### src/rtl/mdu_arbiter_pkg.sv
// Shared MDU definitions: arbiter state encoding and operator-field bit positions.
package mdu_arbiter_pkg;
  localparam logic [1:0] S_IDLE  = 2'd0;
  localparam logic [1:0] S_ISSUE = 2'd1;
  localparam logic [1:0] S_BUSY  = 2'd2;

  localparam logic [7:0] BUSY_CNT_MAX = 8'hFF;

  // Bit index of each operation class within the one-hot MDU operator field.
  typedef enum int {
    MUL_REQ = 0,
    DIV_REQ = 1,
    MT_REQ  = 2
  } mdu_op_bit_e;
endpackage

### src/rtl/mdu_arbiter_rr_arb2.sv
// Two-way round-robin grant; pointer flips away from the granted pipe on each taken grant.
module rr_arb2 (
  input  logic       clk,
  input  logic       rst,
  input  logic [1:0] i_req,
  input  logic       i_take,
  output logic       o_grant,
  output logic       o_any
);
  logic r_ptr;
  logic w_grant;

  // On a tie the pointer decides; otherwise the single requester wins.
  assign w_grant = (i_req == 2'b11) ? r_ptr : i_req[1];
  assign o_grant = w_grant;
  assign o_any   = |i_req;

  always_ff @(posedge clk) begin
    if (!rst) begin
      r_ptr <= 1'b0;
    end else if (i_take && (|i_req)) begin
      r_ptr <= ~w_grant;
    end
  end
endmodule

### src/rtl/mdu_arbiter.sv
// Shares one MDU between two pipes: registered round-robin grant, issue, busy wait with watchdog.
module mdu_arbiter
  import mdu_arbiter_pkg::*;
#(
  parameter int OP_W     = 10,
  parameter int WD_LIMIT = 64
) (
  input  logic            clk,
  input  logic            rst,
  input  logic            req0_valid,
  input  logic [OP_W-1:0] req0_op,
  input  logic [63:0]     req0_opnd,
  input  logic            req0_cancel,
  output logic            req0_ready,
  output logic            req0_done,
  input  logic            req1_valid,
  input  logic [OP_W-1:0] req1_op,
  input  logic [63:0]     req1_opnd,
  input  logic            req1_cancel,
  output logic            req1_ready,
  output logic            req1_done,
  output logic            mdu_req,
  output logic            mdu_cancel,
  output logic [OP_W-1:0] mdu_op,
  output logic [63:0]     mdu_opnd,
  input  logic            mdu_oprand_ok,
  input  logic            mdu_data_ok,
  input  logic            mdu_is_mt,
  output logic            owner,
  output logic            wd_flag
);
  logic [1:0] r_state;
  logic       r_owner;
  logic [7:0] r_busy_cnt;

  logic [1:0] w_elig;
  logic       w_grant;
  logic       w_any;
  logic       w_idle;
  logic       w_issue;
  logic       w_busy;
  logic       w_own_cancel;
  logic       w_done;

  assign w_idle  = (r_state == S_IDLE);
  assign w_issue = (r_state == S_ISSUE);
  assign w_busy  = (r_state == S_BUSY);

  // A pipe being flushed this cycle is not eligible for a grant.
  assign w_elig       = {req1_valid & ~req1_cancel, req0_valid & ~req0_cancel};
  assign w_own_cancel = r_owner ? req1_cancel : req0_cancel;

  rr_arb2 u_rr_arb2 (
    .clk     (clk),
    .rst     (rst),
    .i_req   (w_elig),
    .i_take  (w_idle),
    .o_grant (w_grant),
    .o_any   (w_any)
  );

  always_ff @(posedge clk) begin
    if (!rst) begin
      r_state    <= S_IDLE;
      r_owner    <= 1'b0;
      r_busy_cnt <= 8'd0;
    end else begin
      case (r_state)
        S_IDLE: begin
          if (w_any) begin
            r_state <= S_ISSUE;
            r_owner <= w_grant;
          end
        end
        S_ISSUE: begin
          if (w_own_cancel) begin
            r_state <= S_IDLE;
          end else if (mdu_oprand_ok) begin
            if (mdu_is_mt) begin
              r_state <= S_IDLE;
            end else begin
              r_state    <= S_BUSY;
              r_busy_cnt <= 8'd0;
            end
          end
        end
        S_BUSY: begin
          if (w_own_cancel || mdu_data_ok) begin
            r_state <= S_IDLE;
          end
          if (r_busy_cnt != BUSY_CNT_MAX) begin
            r_busy_cnt <= r_busy_cnt + 8'd1;
          end
        end
        default: r_state <= S_IDLE;
      endcase
    end
  end

  // Outputs are gated by rst so nothing leaks out while reset is held.
  assign w_done = rst && !w_own_cancel &&
                  ((w_issue && mdu_oprand_ok && mdu_is_mt) || (w_busy && mdu_data_ok));

  assign mdu_req    = rst && w_issue;
  assign mdu_cancel = rst && (w_issue || w_busy) && w_own_cancel;
  assign req0_ready = rst && w_issue && mdu_oprand_ok && !r_owner;
  assign req1_ready = rst && w_issue && mdu_oprand_ok && r_owner;
  assign req0_done  = w_done && !r_owner;
  assign req1_done  = w_done && r_owner;
  assign owner      = rst && r_owner;
  assign wd_flag    = rst && w_busy && (int'(r_busy_cnt) >= WD_LIMIT);
  assign mdu_op     = (rst && w_issue) ? (r_owner ? req1_op : req0_op) : '0;
  assign mdu_opnd   = (rst && w_issue) ? (r_owner ? req1_opnd : req0_opnd) : '0;
endmodule

### config.mk
export PLATFORM = sky130hd
export DESIGN_NAME = mdu_arbiter
export DESIGN_NICKNAME = d
export VERILOG_FILES = /design/src/rtl/mdu_arbiter_pkg.sv /design/src/rtl/mdu_arbiter_rr_arb2.sv /design/src/rtl/mdu_arbiter.sv
export SDC_FILE = /design/constraint.sdc
export NUM_CORES = 1
export LEC_CHECK = 0
export ABC_CLOCK_PERIOD_IN_PS = 2750
export BUFFER_PORTS_ARGS = -buffer_cell sky130_fd_sc_hd__buf_2
export CORE_UTILIZATION = 23
export CTS_CLUSTER_SIZE = 24
export DETAILED_ROUTE_END_ITERATION = 8
export PLACE_DENSITY_LB_ADDON = 0.3
export REMOVE_ABC_BUFFERS = 1
export SLEW_MARGIN = 20
export SYNTH_ARGS = -nofsm -noshare
export SYNTH_HDL_FRONTEND = slang
export SYNTH_SLANG_ARGS = --single-unit
export TNS_END_PERCENT = 50
### constraint.sdc
create_clock -name clk -period 2.75 [get_ports clk]
set_clock_uncertainty 0.05 [all_clocks]
set_input_delay 0.4125 -clock clk [delete_from_list [all_inputs] [get_ports clk]]
set_output_delay 0.4125 -clock clk [all_outputs]
set_load 0.05 [all_outputs]
---- Word level (Yosys, flattened, before mapping) ----
Cells that the tools add are included.
cells by class
  add/subtract/negate cells ............... 1
  mux-type cells .......................... 17
  reductions and logical operators ........ 28
  bitwise gates (word level) .............. 5
  magnitude comparators ................... 1
  equal/unequal tests ..................... 11
operators by type and width
  kind                   number
  $mux W64               2
  $mux W8                4
  $mux W10               2
  $logic_and A1 B1 Y1    17
  $pmux W8 S2            1
  $mux W2                5
  $add A8 B1 Y8 const B  1
  $ge A8 B7 Y1 const B   1
  $ne A2 B2 Y1 const B   4
  $ne A8 B8 Y1 const B   1
  $pmux W2 S3            1
  $reduce_and A5 Y1      1
  $eq A2 B2 Y1 const B   2
  $ne A2 B1 Y1 const B   2
  $logic_or A1 B1 Y1     3
  $ne A3 B2 Y1 const B   1
  $not A1 Y1             3
  $reduce_and A3 Y1      1
  $and A1 B1 Y1          2
  $eq A2 B1 Y1 const B   1
  $logic_not A1 Y1       2
  $logic_not A2 Y1       1
  $mux W1                2
  $reduce_and A2 Y1      1
  2 further kinds        2
storage, ports and cells
  register bits ........................... 12
  bits of input ports ..................... 157
  output and inout port bits .............. 82
  logic and storage cells ................. 67

---- Logic depth before layout (Yosys ltp) ----
Gate-level depths: netlist of the first run.
  word-level depth ........................ 6
  gate-level depth with buffers ........... 7
  gate-level depth less buffers ........... 6

---- By module ----
From an unflattened synthesis of the first run, not the netlist that was laid out.
second synthesis, totals
  cell total of the unflattened synthesis .. 275
  area total of the unflattened synthesis .. 1,935.6 µm²
by module, submodules not included
  module       cells an instance  seq. area each (µm²)  area an instance (µm²)  instances
  mdu_arbiter  268                220.2                 1,875.5                 1
  rr_arb2      7                  20.0                  60.1                    1

---- Least setup slack after synthesis of the first run ----
OpenSTA, ideal clock, no wires.
  path kind ............................... reg2out
  from .................................... register r_state[0]
  to ...................................... output port req1_done
  stages on the path, launching flop included .. 7
  path slack .............................. 0.118 ns
  data required time ...................... 2.288 ns
  arrival ................................. 2.169 ns
  cells stage by stage .................... dfxtp_1 inv_1 ha_1 clkbuf_1 a32o_1 nand2_1 nor3b_1
between the ends
  longest elaborated chain between the ends .. 6
  elaborated cells between the ends (all ways) .. 8
ends and longest elaborated chain
  element                            line                source
  start: declaration                 mdu_arbiter.sv:32   logic [1:0] r_state;
  start signal: assignment           mdu_arbiter.sv:64   r_state <= S_IDLE;
  start signal: assignment           mdu_arbiter.sv:71   r_state <= S_ISSUE;
  start signal: assignment           mdu_arbiter.sv:77   r_state <= S_IDLE;
  $eq A2 B1 Y1                       mdu_arbiter.sv:46   assign w_issue = (r_state == S_ISSUE);
  $logic_and A1 B1 Y1 (2 in series)  mdu_arbiter.sv:102  ((w_issue && mdu_oprand_ok && mdu_is_mt) || (w_busy && mdu_data_ok));
  $logic_or A1 B1 Y1 *               mdu_arbiter.sv:102
  $logic_and A1 B1 Y1 *              mdu_arbiter.sv:101  assign w_done = rst && !w_own_cancel &&
  $logic_and A1 B1 Y1 *              mdu_arbiter.sv:109  assign req1_done = w_done && r_owner;
  end: declaration                   mdu_arbiter.sv:21   output logic req1_done,
Every way passes the cells marked *; elsewhere a longest branch is shown, timed or not.

---- Final worst setup path of the first run ----
  from .................................... register r_state[1]
  to ...................................... output port mdu_opnd[48]
between the ends
  longest elaborated chain between the ends .. 3
ends and longest elaborated chain
  element              line                source
  $eq A2 B1 Y1         mdu_arbiter.sv:46
  $logic_and A1 B1 Y1  mdu_arbiter.sv:113  assign mdu_opnd = (rst && w_issue) ? (r_owner ? req1_opnd : req0_opnd) : '0;
  $mux W64             mdu_arbiter.sv:113
  end: declaration     mdu_arbiter.sv:25   output logic [63:0] mdu_opnd,
No other way between the ends.

==> out/qor.csv, run 1 <==
metric,value,unit
vias_in_the_first_global_route,2579,
cts-resized-gates,0,
grtUsageTotal,22.5,%
synth_edf_count,0,
cts_root_buffer,clkbuf_8,
die-width,92.5,um
layout-drive-gt1-share,50.9,%
gp_congestion,0.943,
drc,0,
worst-r2r-cell-count,6,
post_cts_buffers,0,
top_level_ports,239,
syn2layout_area_growth,71.2,%
netlist_cell_types,34,
num_rows,32,
cts_hold_buf,0,
criticalPathCategory,flop to primary output,
syn_avg_cell_area,7.11,um^2
fp.dieArea,0.00855,mm^2
synth-warning-count,0,
tritoncts.num_buffers,3,
proportion_of_synthesized_chip_area_in_sequential_cells,12.8,%
routed_wirelength,10000,um
finalSetupViolations,0,
floorplan.initialDensity,24.1,%
final-max-slew-violation-count,0,
grt_max_degree,81,
port_buffers,238,
instances_no_fill,595,
rr_startpoint,r_state[1]$_SDFFE_PN0P_,
route.antenna.remaining_nets,0,
grt_setup_unrepaired,no,
number_of_antenna_violations_at_the_first_check_in_global_routing,0,
r2r-end,r_busy_cnt[3]$_SDFFE_PN0P_,
power.density,289,mW/mm^2
p_leak,1.70,nW
crit_arrival,1950,ps
worstSetupEndpointType,primary output,
min_to,r_busy_cnt[6]$_SDFFE_PN0P_,
maxSlewHeadroom,64.7,%
critPathMaxFanout,50,
place_hpwl,8510,um
grt_overflow,0,
final_cell_mix,"238 x buf_2, 80 x nor2_1, 74 x mux2i_1",
synth-async-reset-ratio,0,%
ys_ff_latch,12,
ir_worst_vdd,0.141,mV
timing.hold.worst_path_depth,2,
placement.cell_area,0.00317,mm^2
placedCellCount,589,
max_clock_freq,0.414,GHz
coreArea,0.00781,mm^2
worstHoldPathType,flop to flop,
clock_sink_count,12,
dr_total_vias,2794,
clock_path_buffers,2,
cts_tree,yes,
final_period_minus_worst_setup_slack,2410,ps
clkSlewWorstSetupHoldPaths,60,ps
syn-instance-count,265,
routedWlPerCell,16.9,um
die_h,92.5,um
r2r_setup_slack,740,ps
worst_hold_launch,r_busy_cnt[6]$_SDFFE_PN0P_,
fin_nets,653,
period_share,87.8,%
grt_first_pass_wirelength,14500,um
outcome,finished clean,
dr.first_iter.drc_count,90,
synth_top_flop_cell,dfxtp_1,
worst_ep_required,2290,ps
via_to_cell_ratio,4.70,
worst-slew-pin-transition,529,ps
report.final.hold_viol_count,0,
maxCapViolCount,0,
cts-htree-levels,1,
drt_pre_antenna_iters,4,
startpoint_type,flop,
synth.cell_area,0.00188,mm^2
insertion_delay,240,ps
design_area,0.00322,mm^2
layout_commonest_cell,buf_2,
-- registers in the layout, summed over array words and instances, names as in the netlist --
register and cells:
u_rr_arb2.r_ptr 1, r_owner 1, r_state 2, r_busy_cnt 8
-- critical path, stage by stage, from the launching register on --
cell,delay (ps)
dfxtp_1,320
inv_1,80
ha_1,320
nand2_2,150
buf_4,310
nor2_1,220
buf_2,300
-- cells in the mapped netlist (all sizes together) (2+ instances only) --
cell type	number	share of area (%)
or3	2	0.66
o22ai	2	0.66
nand2	8	1.6
nand4	4	1.3
nor3	3	0.80
clkbuf	14	2.8
and3	4	1.3
nand2b	6	2.0
and2	2	0.66
buf	6	1.3
ha	4	2.7
or4	2	0.80
o311ai	2	0.93
dfxtp	12	13
inv	4	0.80
nor3b	2	0.80
o32ai	2	0.93
mux2i	74	39
nand3b	2	0.80
a21oi	10	2.7
nor2	80	16
o21ai	4	1.1
nand3	3	0.80
and4	2	0.93
a211oi	3	1.2
-- cell type report --
type                       count  area, um^2
antenna                        2        5.00
tap                          102         128
clock buffer                   4        45.0
fill                         877        4580
inverter                       5        18.8
sequential                    12         244
timing repair buffer         242        1230
multi-input combinational    228        1550
-- logic make-up after synthesis --
group,share of synthesized area (%)
DFF,12.8
buffers and inverters,5.05
and+or+nand+nor,28.8
muxes,40.1
AOI/OAI and AO/OA,10.6
adders and majority gates,2.66
-- report_power, final --
group	total [mW]	internal, mW	switching, mW
combinational	0.581	0.211	0.371
clock	0.170	0.102	0.0674
sequential	0.182	0.178	0.00390
total	0.933	0.491	0.442
-- worst max-delay path by stage --
stage	to	slack (ps)	from
6_report	mdu_opnd[48]	340	r_state[1]$_SDFFE_PN0P_
2_1_floorplan	req1_done	-1690	r_owner$_SDFFE_PN0P_
3_5_place_dp	mdu_opnd[48]	610	r_state[1]$_SDFFE_PN0P_
3_3_place_gp	mdu_opnd[48]	650	r_state[1]$_SDFFE_PN0P_
5_1_grt	mdu_opnd[48]	220	r_state[1]$_SDFFE_PN0P_
4_1_cts	mdu_opnd[48]	350	r_state[1]$_SDFFE_PN0P_
-- per-layer routing --
layer  wire length (um)  share of wire (%)  GRT usage, %  up-vias
met5                  0                  0             0        -
met4                153                1.5          4.43        0
met3                926                9.2          3.94        8
met2               4150                 41          32.6      138
met1               4800                 48          34.1     1253
li1                   -                  -             -     1395
-- per-stage QoR --
| step | utilization (%) | TNS (ps) | setup slack, ps | total power [mW] | hold slack (ps) |
|---|---|---|---|---|---|
| global route | 41.2 | 0 | 217 | 0.985 | 469 |
| floorplan | - | -123760 | -1690 | 0.571 | 414 |
| global placement | 40.7 | 0 | 650 | 0.763 | 437 |
| finish | 41.3 | 0 | 337 | 0.933 | 447 |
| CTS | 41.2 | 0 | 345 | 0.941 | 449 |
| detailed placement | 40.7 | 0 | 615 | 0.766 | 441 |
(Power assumes the default switching activity.)
==> run 2: changes to the inputs <==
--- a/config.mk
+++ b/config.mk
@@ -7,10 +7,11 @@
 export LEC_CHECK = 0
 export ABC_CLOCK_PERIOD_IN_PS = 2750
 export BUFFER_PORTS_ARGS = -buffer_cell sky130_fd_sc_hd__buf_2
-export CORE_UTILIZATION = 23
+export CORE_AREA = 2 2 94 96
 export CTS_CLUSTER_SIZE = 24
 export DETAILED_ROUTE_END_ITERATION = 8
-export PLACE_DENSITY_LB_ADDON = 0.3
+export DIE_AREA = 0 0 96 98
+export PLACE_DENSITY_LB_ADDON = 0.25
 export REMOVE_ABC_BUFFERS = 1
 export SLEW_MARGIN = 20
 export SYNTH_ARGS = -nofsm -noshare
==> run 2 against run 1 <==
- clock-buffer cell count is the same
- via count shrank 0.79%
- core utilization shrank 3.1 points
- first-iteration DRC count grew 5.6%
- non-clock buffer count shrank 1
- sequential share of layout area is essentially flat
- global-route usage shrank 2.5 points
- hold slack lost 1.4 ps
- flip-flop and latch count is the same
- maximum frequency shrank 3.3%
- sequential power is essentially flat
- critical endpoint is now mdu_opnd[61]
- largest cell class unchanged
==> out/qor.csv, run 2 (synthesis gave the netlist of run 1 again) <==
metric,value,unit,change
place_hpwl,8410,um,was 8510 um
worst-slew-pin-transition,545,ps,was 529 ps
number_of_antenna_violations_at_the_first_check_in_global_routing,2,,was 0
report.final.hold_viol_count,0,,unchanged
routedWlPerCell,16.5,um,was 16.9 um
p_leak,1.70,nW,about the same
worst_ep_required,2290,ps,about the same
die_h,98,um,was 92.5 um
dr.first_iter.drc_count,95,,was 90
port_buffers,238,,unchanged
grtUsageTotal,20.0,%,was 22.5%
startpoint_type,flop,,unchanged
layout-drive-gt1-share,51.0,%,was 50.9%
regArea,244,um^2,unchanged
coreArea,0.00847,mm^2,was 0.00781 mm^2
overall_power,0.955,mW,was 0.933 mW
fin_nets,652,,was 653
p_seq_share,19.1,%,was 19.5%
floorplan.initialDensity,22.2,%,was 24.1%
timing.critical_path.max_delay_family,buffers and inverters,,unchanged
cts_tree,yes,,unchanged
design_area,0.00323,mm^2,was 0.00322 mm^2
gp_congestion,0.904,,was 0.943
cts-resized-gates,0,,unchanged
worstHoldPathType,flop to flop,,unchanged
grt_setup_unrepaired,no,,unchanged
placement.cell_area,0.00317,mm^2,unchanged
power.density,296,mW/mm^2,was 289 mW/mm^2
grt_overflow,0,,unchanged
top_level_ports,239,,unchanged
clkSlewWorstSetupHoldPaths,60,ps,about the same
cts_hold_buf,0,,unchanged
number_of_flip_flops_in_the_largest_register,8,,unchanged
clock_sink_count,12,,unchanged
syn2layout_area_growth,71.6,%,was 71.2%
instances_no_fill,599,,was 595
layout_commonest_cell,buf_2,,unchanged
ir_worst_vdd,0.106,mV,was 0.141 mV
setup-tns-final,0,ps,unchanged
finalSetupViolations,0,,unchanged
utilization,38.2,%,was 41.3%
path_buf_inv,3,,unchanged
route.antenna.remaining_nets,0,,unchanged
cts-htree-levels,1,,unchanged
num_rows,34,,was 32
drc,0,,unchanged
filler_cell_count,953,,was 877
max_clock_freq,0.401,GHz,was 0.414 GHz
post_placement_setup_slack,485,ps,was 615 ps
fin_worst_hold_slack,446,ps,was 447 ps
critPathMaxFanout,47,,was 50
maxSlewHeadroom,63.7,%,was 64.7%
post_cts_buffers,0,,unchanged
largest_registers,"r_busy_cnt x8, r_state x2",,unchanged
critical-path-max-stage-delay,450,ps,was 320 ps
sw_share,46.1,%,was 47.3%
final-max-slew-violation-count,0,,unchanged
insertion_delay,250,ps,was 240 ps
fin_ws,253,ps,was 337 ps
registers.top_by_ff_count,r_busy_cnt,,unchanged
dr_total_vias,2772,,was 2794
criticalPathCategory,flop to primary output,,unchanged
tritoncts.num_buffers,3,,unchanged
crit_path_cell_trace,inv_1 -> ha_1 -> nand2_2 -> buf_4 -> nor2_1 -> buf_2,,unchanged
drt_pre_antenna_iters,4,,unchanged
clock_path_buffers,2,,unchanged
via_to_cell_ratio,4.63,,was 4.70
vias_in_the_first_global_route,2729,,was 2579
grt_first_pass_wirelength,14400,um,was 14500 um
worstSetupEndpointType,primary output,,unchanged
outcome,finished clean,,unchanged
period_share,90.8,%,was 87.8%
crit_arrival,2030,ps,was 1950 ps
multiInputGateArea,0.00155,mm^2,unchanged
maxCapViolCount,0,,unchanged
final_period_minus_worst_setup_slack,2500,ps,was 2410 ps
cellInternalPower,0.515,mW,was 0.491 mW
grt_max_degree,81,,unchanged
combinationalPowerShare,60.1,%,was 62.3%
cpMaxStageDelayCell,buf_4,,was dfxtp_1
routed_wirelength,9870,um,was 10000 um
die-width,96,um,was 92.5 um
final_cell_mix,"238 x buf_2, 80 x nor2_1, 74 x mux2i_1",,unchanged
cts_root_buffer,clkbuf_8,,unchanged
switchingPower,0.441,mW,was 0.442 mW
fp.dieArea,0.00941,mm^2,was 0.00855 mm^2
placedCellCount,594,,was 589
p_clk_share,20.9,%,was 18.2%
## run 2: cell count changes in the layout (fill, tap and decap cells not counted), sizes merged
| cell | previous run | this run |
|---|---|---|
| buf | 242 | 241 |
| diode | 2 | 1 |
## run 2: area by class of cell
cell class	instances	share of cell area (%)
Multi-Input combinational cell	228	48.0
Timing Repair Buffer	241	37.9
Sequential cell	12	7.55
Tap cell	108	4.18
Clock buffer	4	1.70
Inverter	5	0.581
Antenna cell	1	0.0774
## run 2: path summary, 6_finish.rpt
kind	slack, ps	cells past startpoint	endpoint	start
worst max-delay path	250	6	mdu_opnd[61]	r_state[1]$_SDFFE_PN0P_
worst min-delay path	450	2	r_state[1]$_SDFFE_PN0P_	r_state[1]$_SDFFE_PN0P_
worst max register to register	590	6	r_busy_cnt[3]$_SDFFE_PN0P_	r_state[0]$_SDFFE_PN0P_
worst min register to register	450	2	r_state[1]$_SDFFE_PN0P_	r_state[1]$_SDFFE_PN0P_
## run 2: worst min-delay path, stage by stage, from the launching register on
cell and delay (ps):
dfxtp_1 320, o21ai_0 70, a21oi_1 60
## run 2: per-layer routing
metal	track usage, %	wire, um
met1	26.7	4260
met2	30.6	4400
met4	4.07	170
met3	7.56	1030
met5	0	11
## run 2: power by group through the flow
stage / Combinational (mW) / Sequential (mW) / Clock [mW]
floorplan: 0.357 / 0.214 / 0
global placement: 0.573 / 0.186 / 0
detailed placement: 0.577 / 0.186 / 0
CTS: 0.580 / 0.182 / 0.206
global route: 0.618 / 0.182 / 0.212
finish: 0.574 / 0.182 / 0.199
==> run 3: changes to the inputs <==
--- a/config.mk
+++ b/config.mk
@@ -6,11 +6,12 @@
 export NUM_CORES = 1
 export LEC_CHECK = 0
 export ABC_CLOCK_PERIOD_IN_PS = 2750
-export BUFFER_PORTS_ARGS = -buffer_cell sky130_fd_sc_hd__buf_2
-export CORE_AREA = 2 2 94 96
+export BUFFER_PORTS_ARGS = -buffer_cell sky130_fd_sc_hd__clkbuf_2
+export CELL_PAD_IN_SITES_DETAIL_PLACEMENT = 2
+export CELL_PAD_IN_SITES_GLOBAL_PLACEMENT = 2
+export CORE_UTILIZATION = 14
 export CTS_CLUSTER_SIZE = 24
 export DETAILED_ROUTE_END_ITERATION = 8
-export DIE_AREA = 0 0 96 98
 export PLACE_DENSITY_LB_ADDON = 0.25
 export REMOVE_ABC_BUFFERS = 1
 export SLEW_MARGIN = 20
==> run 3 against run 2 <==
- hold slack better by 8.3 ps
- sequential share of layout area is 0.33 points lower
- combinational power is 1% higher
- worst setup slack better by 170 ps
- clock-buffer cell count stayed put
- global-route usage is 3.5 points lower
- non-clock buffer count is 4 higher
- critical path type unchanged
- largest power group unchanged
==> out/qor.csv, run 3 (synthesis gave the netlist of run 1 again) <==
metric,value,unit,change
antenna_cells_inserted,0,,was 1
layout-drive-gt1-share,51.2,%,was 51.0%
dr.first_iter.drc_count,82,,was 95
largest_registers,"r_busy_cnt x8, r_state x2",,unchanged
registers.top_by_ff_count,r_busy_cnt,,unchanged
crit_path_cell_trace,inv_1 -> ha_1 -> nand2_2 -> buf_12 -> inv_1 -> and3_1 -> clkbuf_2,,was inv_1 -> ha_1 -> nand2_2 -> buf_4 -> nor2_1 -> buf_2
grtUsageTotal,16.5,%,was 20.0%
p_leak,1.70,nW,about the same
gp_congestion,0.802,,was 0.904
route.antenna.remaining_nets,0,,unchanged
worstSetupEndpointType,primary output,,unchanged
clkSlewWorstSetupHoldPaths,50,ps,was 60 ps
cts_root_buffer,clkbuf_16,,was clkbuf_8
criticalPathCategory,flop to primary output,,unchanged
report.final.hold_viol_count,0,,unchanged
final_period_minus_worst_setup_slack,2330,ps,was 2500 ps
finalSetupViolations,0,,unchanged
die-width,118,um,was 96 um
startpoint_type,flop,,unchanged
clock_path_buffers,2,,unchanged
routed_wirelength,11700,um,was 9870 um
final-max-slew-violation-count,0,,unchanged
place_hpwl,10200,um,was 8410 um
number_of_flip_flops_in_the_largest_register,8,,unchanged
grt_overflow,0,,unchanged
layout_commonest_cell,clkbuf_2,,was buf_2
period_share,84.7,%,was 90.8%
tritoncts.num_buffers,3,,unchanged
design_area,0.00338,mm^2,was 0.00323 mm^2
power.density,310,mW/mm^2,was 296 mW/mm^2
cp_common_cell,inv_1,,
drt_pre_antenna_iters,5,,was 4
crit_arrival,1870,ps,was 2030 ps
port_buffers,238,,unchanged
num_rows,42,,was 34
cts_hold_buf,0,,unchanged
path_buf_inv,4,,was 3
max_clock_freq,0.429,GHz,was 0.401 GHz
maxSlewHeadroom,75.2,%,was 63.7%
dr_total_vias,2855,,was 2772
final_cell_mix,"238 x clkbuf_2, 80 x nor2_1, 74 x mux2i_1",,"was 238 x buf_2, 80 x nor2_1, 74 x mux2i_1"
grt_first_pass_wirelength,17800,um,was 14400 um
filler_cell_count,1632,,was 953
ir_worst_vdd,0.144,mV,was 0.106 mV
worst_ep_required,2290,ps,about the same
coreArea,0.0132,mm^2,was 0.00847 mm^2
worstHoldPathType,flop to flop,,unchanged
critical-path-max-stage-delay,340,ps,was 450 ps
grt_max_degree,76,,was 81
routedWlPerCell,17.4,um,was 16.5 um
top_level_ports,239,,unchanged
via_to_cell_ratio,4.26,,was 4.63
cpMaxStageDelayCell,dfxtp_1,,was buf_4
insertion_delay,240,ps,was 250 ps
clock_sink_count,12,,unchanged
fin_worst_hold_slack,454,ps,was 446 ps
cts_tree,yes,,unchanged
outcome,finished clean,,unchanged
timing.critical_path.max_delay_family,buffers and inverters,,unchanged
worst-slew-pin-transition,372,ps,was 545 ps
critPathMaxFanout,75,,was 47
fp.dieArea,0.0139,mm^2,was 0.00941 mm^2
maxCapViolCount,0,,unchanged
utilization,25.6,%,was 38.2%
syn2layout_area_growth,79.5,%,was 71.6%
number_of_antenna_violations_at_the_first_check_in_global_routing,0,,was 2
floorplan.initialDensity,14.3,%,was 22.2%
cts-resized-gates,0,,unchanged
post_cts_buffers,0,,unchanged
r2r_setup_slack,660,ps,was 590 ps
fin_nets,656,,was 652
cts-htree-levels,1,,unchanged
grt_setup_unrepaired,no,,unchanged
die_h,118,um,was 98 um
placement.cell_area,0.00330,mm^2,was 0.00317 mm^2
vias_in_the_first_global_route,3120,,was 2729
drc,0,,unchanged
==> run 3: cell types whose count changed in the layout (fill, tap and decap cells not counted), sizes merged <==
cell | before | now
clkbuf | 4 | 242
buf | 241 | 7
diode | 1 | 0
==> run 3: per-stage QoR <==
stage	cells	setup WS, ps	power (mW)	TNS, ps
after floorplan	245	-1690	0.571	-123760
after global placement	666	668	0.773	0
after detailed placement	666	630	0.782	0
after CTS	670	361	1.07	0
after global routing	670	269	1.12	0
final	670	421	1.05	0
==> run 3: tightest hold or removal path: stages (launching register included) <==
cell and delay, ps:
dfxtp_1 320, o21ai_0 80, a21oi_1 60
==> run 3: layout make-up <==
class / count / area, um^2 / share of cell area (%)
well taps: 176 / 220 / 6.51
clock buffers: 4 / 78.8 / 2.33
inverters: 5 / 18.8 / 0.555
flip-flops and latches: 12 / 244 / 7.22
multi-input cells: 228 / 1550 / 45.9
repair buffers: 245 / 1270 / 37.5
==> run 3: path summary, 6_finish.rpt <==
path | from | to | depth (start not counted)
worst max register to register | r_state[0]$_SDFFE_PN0P_ | r_busy_cnt[0]$_SDFFE_PN0P_ | 6
worst min-delay path | r_state[1]$_SDFFE_PN0P_ | r_state[1]$_SDFFE_PN0P_ | 2
worst min register to register | r_state[1]$_SDFFE_PN0P_ | r_state[1]$_SDFFE_PN0P_ | 2
worst max-delay path | r_state[1]$_SDFFE_PN0P_ | req1_ready | 7
==> run 3: per-layer routing <==
layer	vias to the layer above	global-route usage, %	part of all wire (%)
met4	0	1.20	0.28
met3	4	7.07	10
met1	1352	16.3	35
met2	101	32.5	54
li1	1398	-	-
met5	-	0	0
==> run 3: power by group <==
group          internal (mW)  switching, mW  total (mW)
sequential             0.179        0.00887       0.188
combinational          0.214          0.369       0.582
clock                  0.196         0.0824       0.278
total                  0.588          0.460        1.05
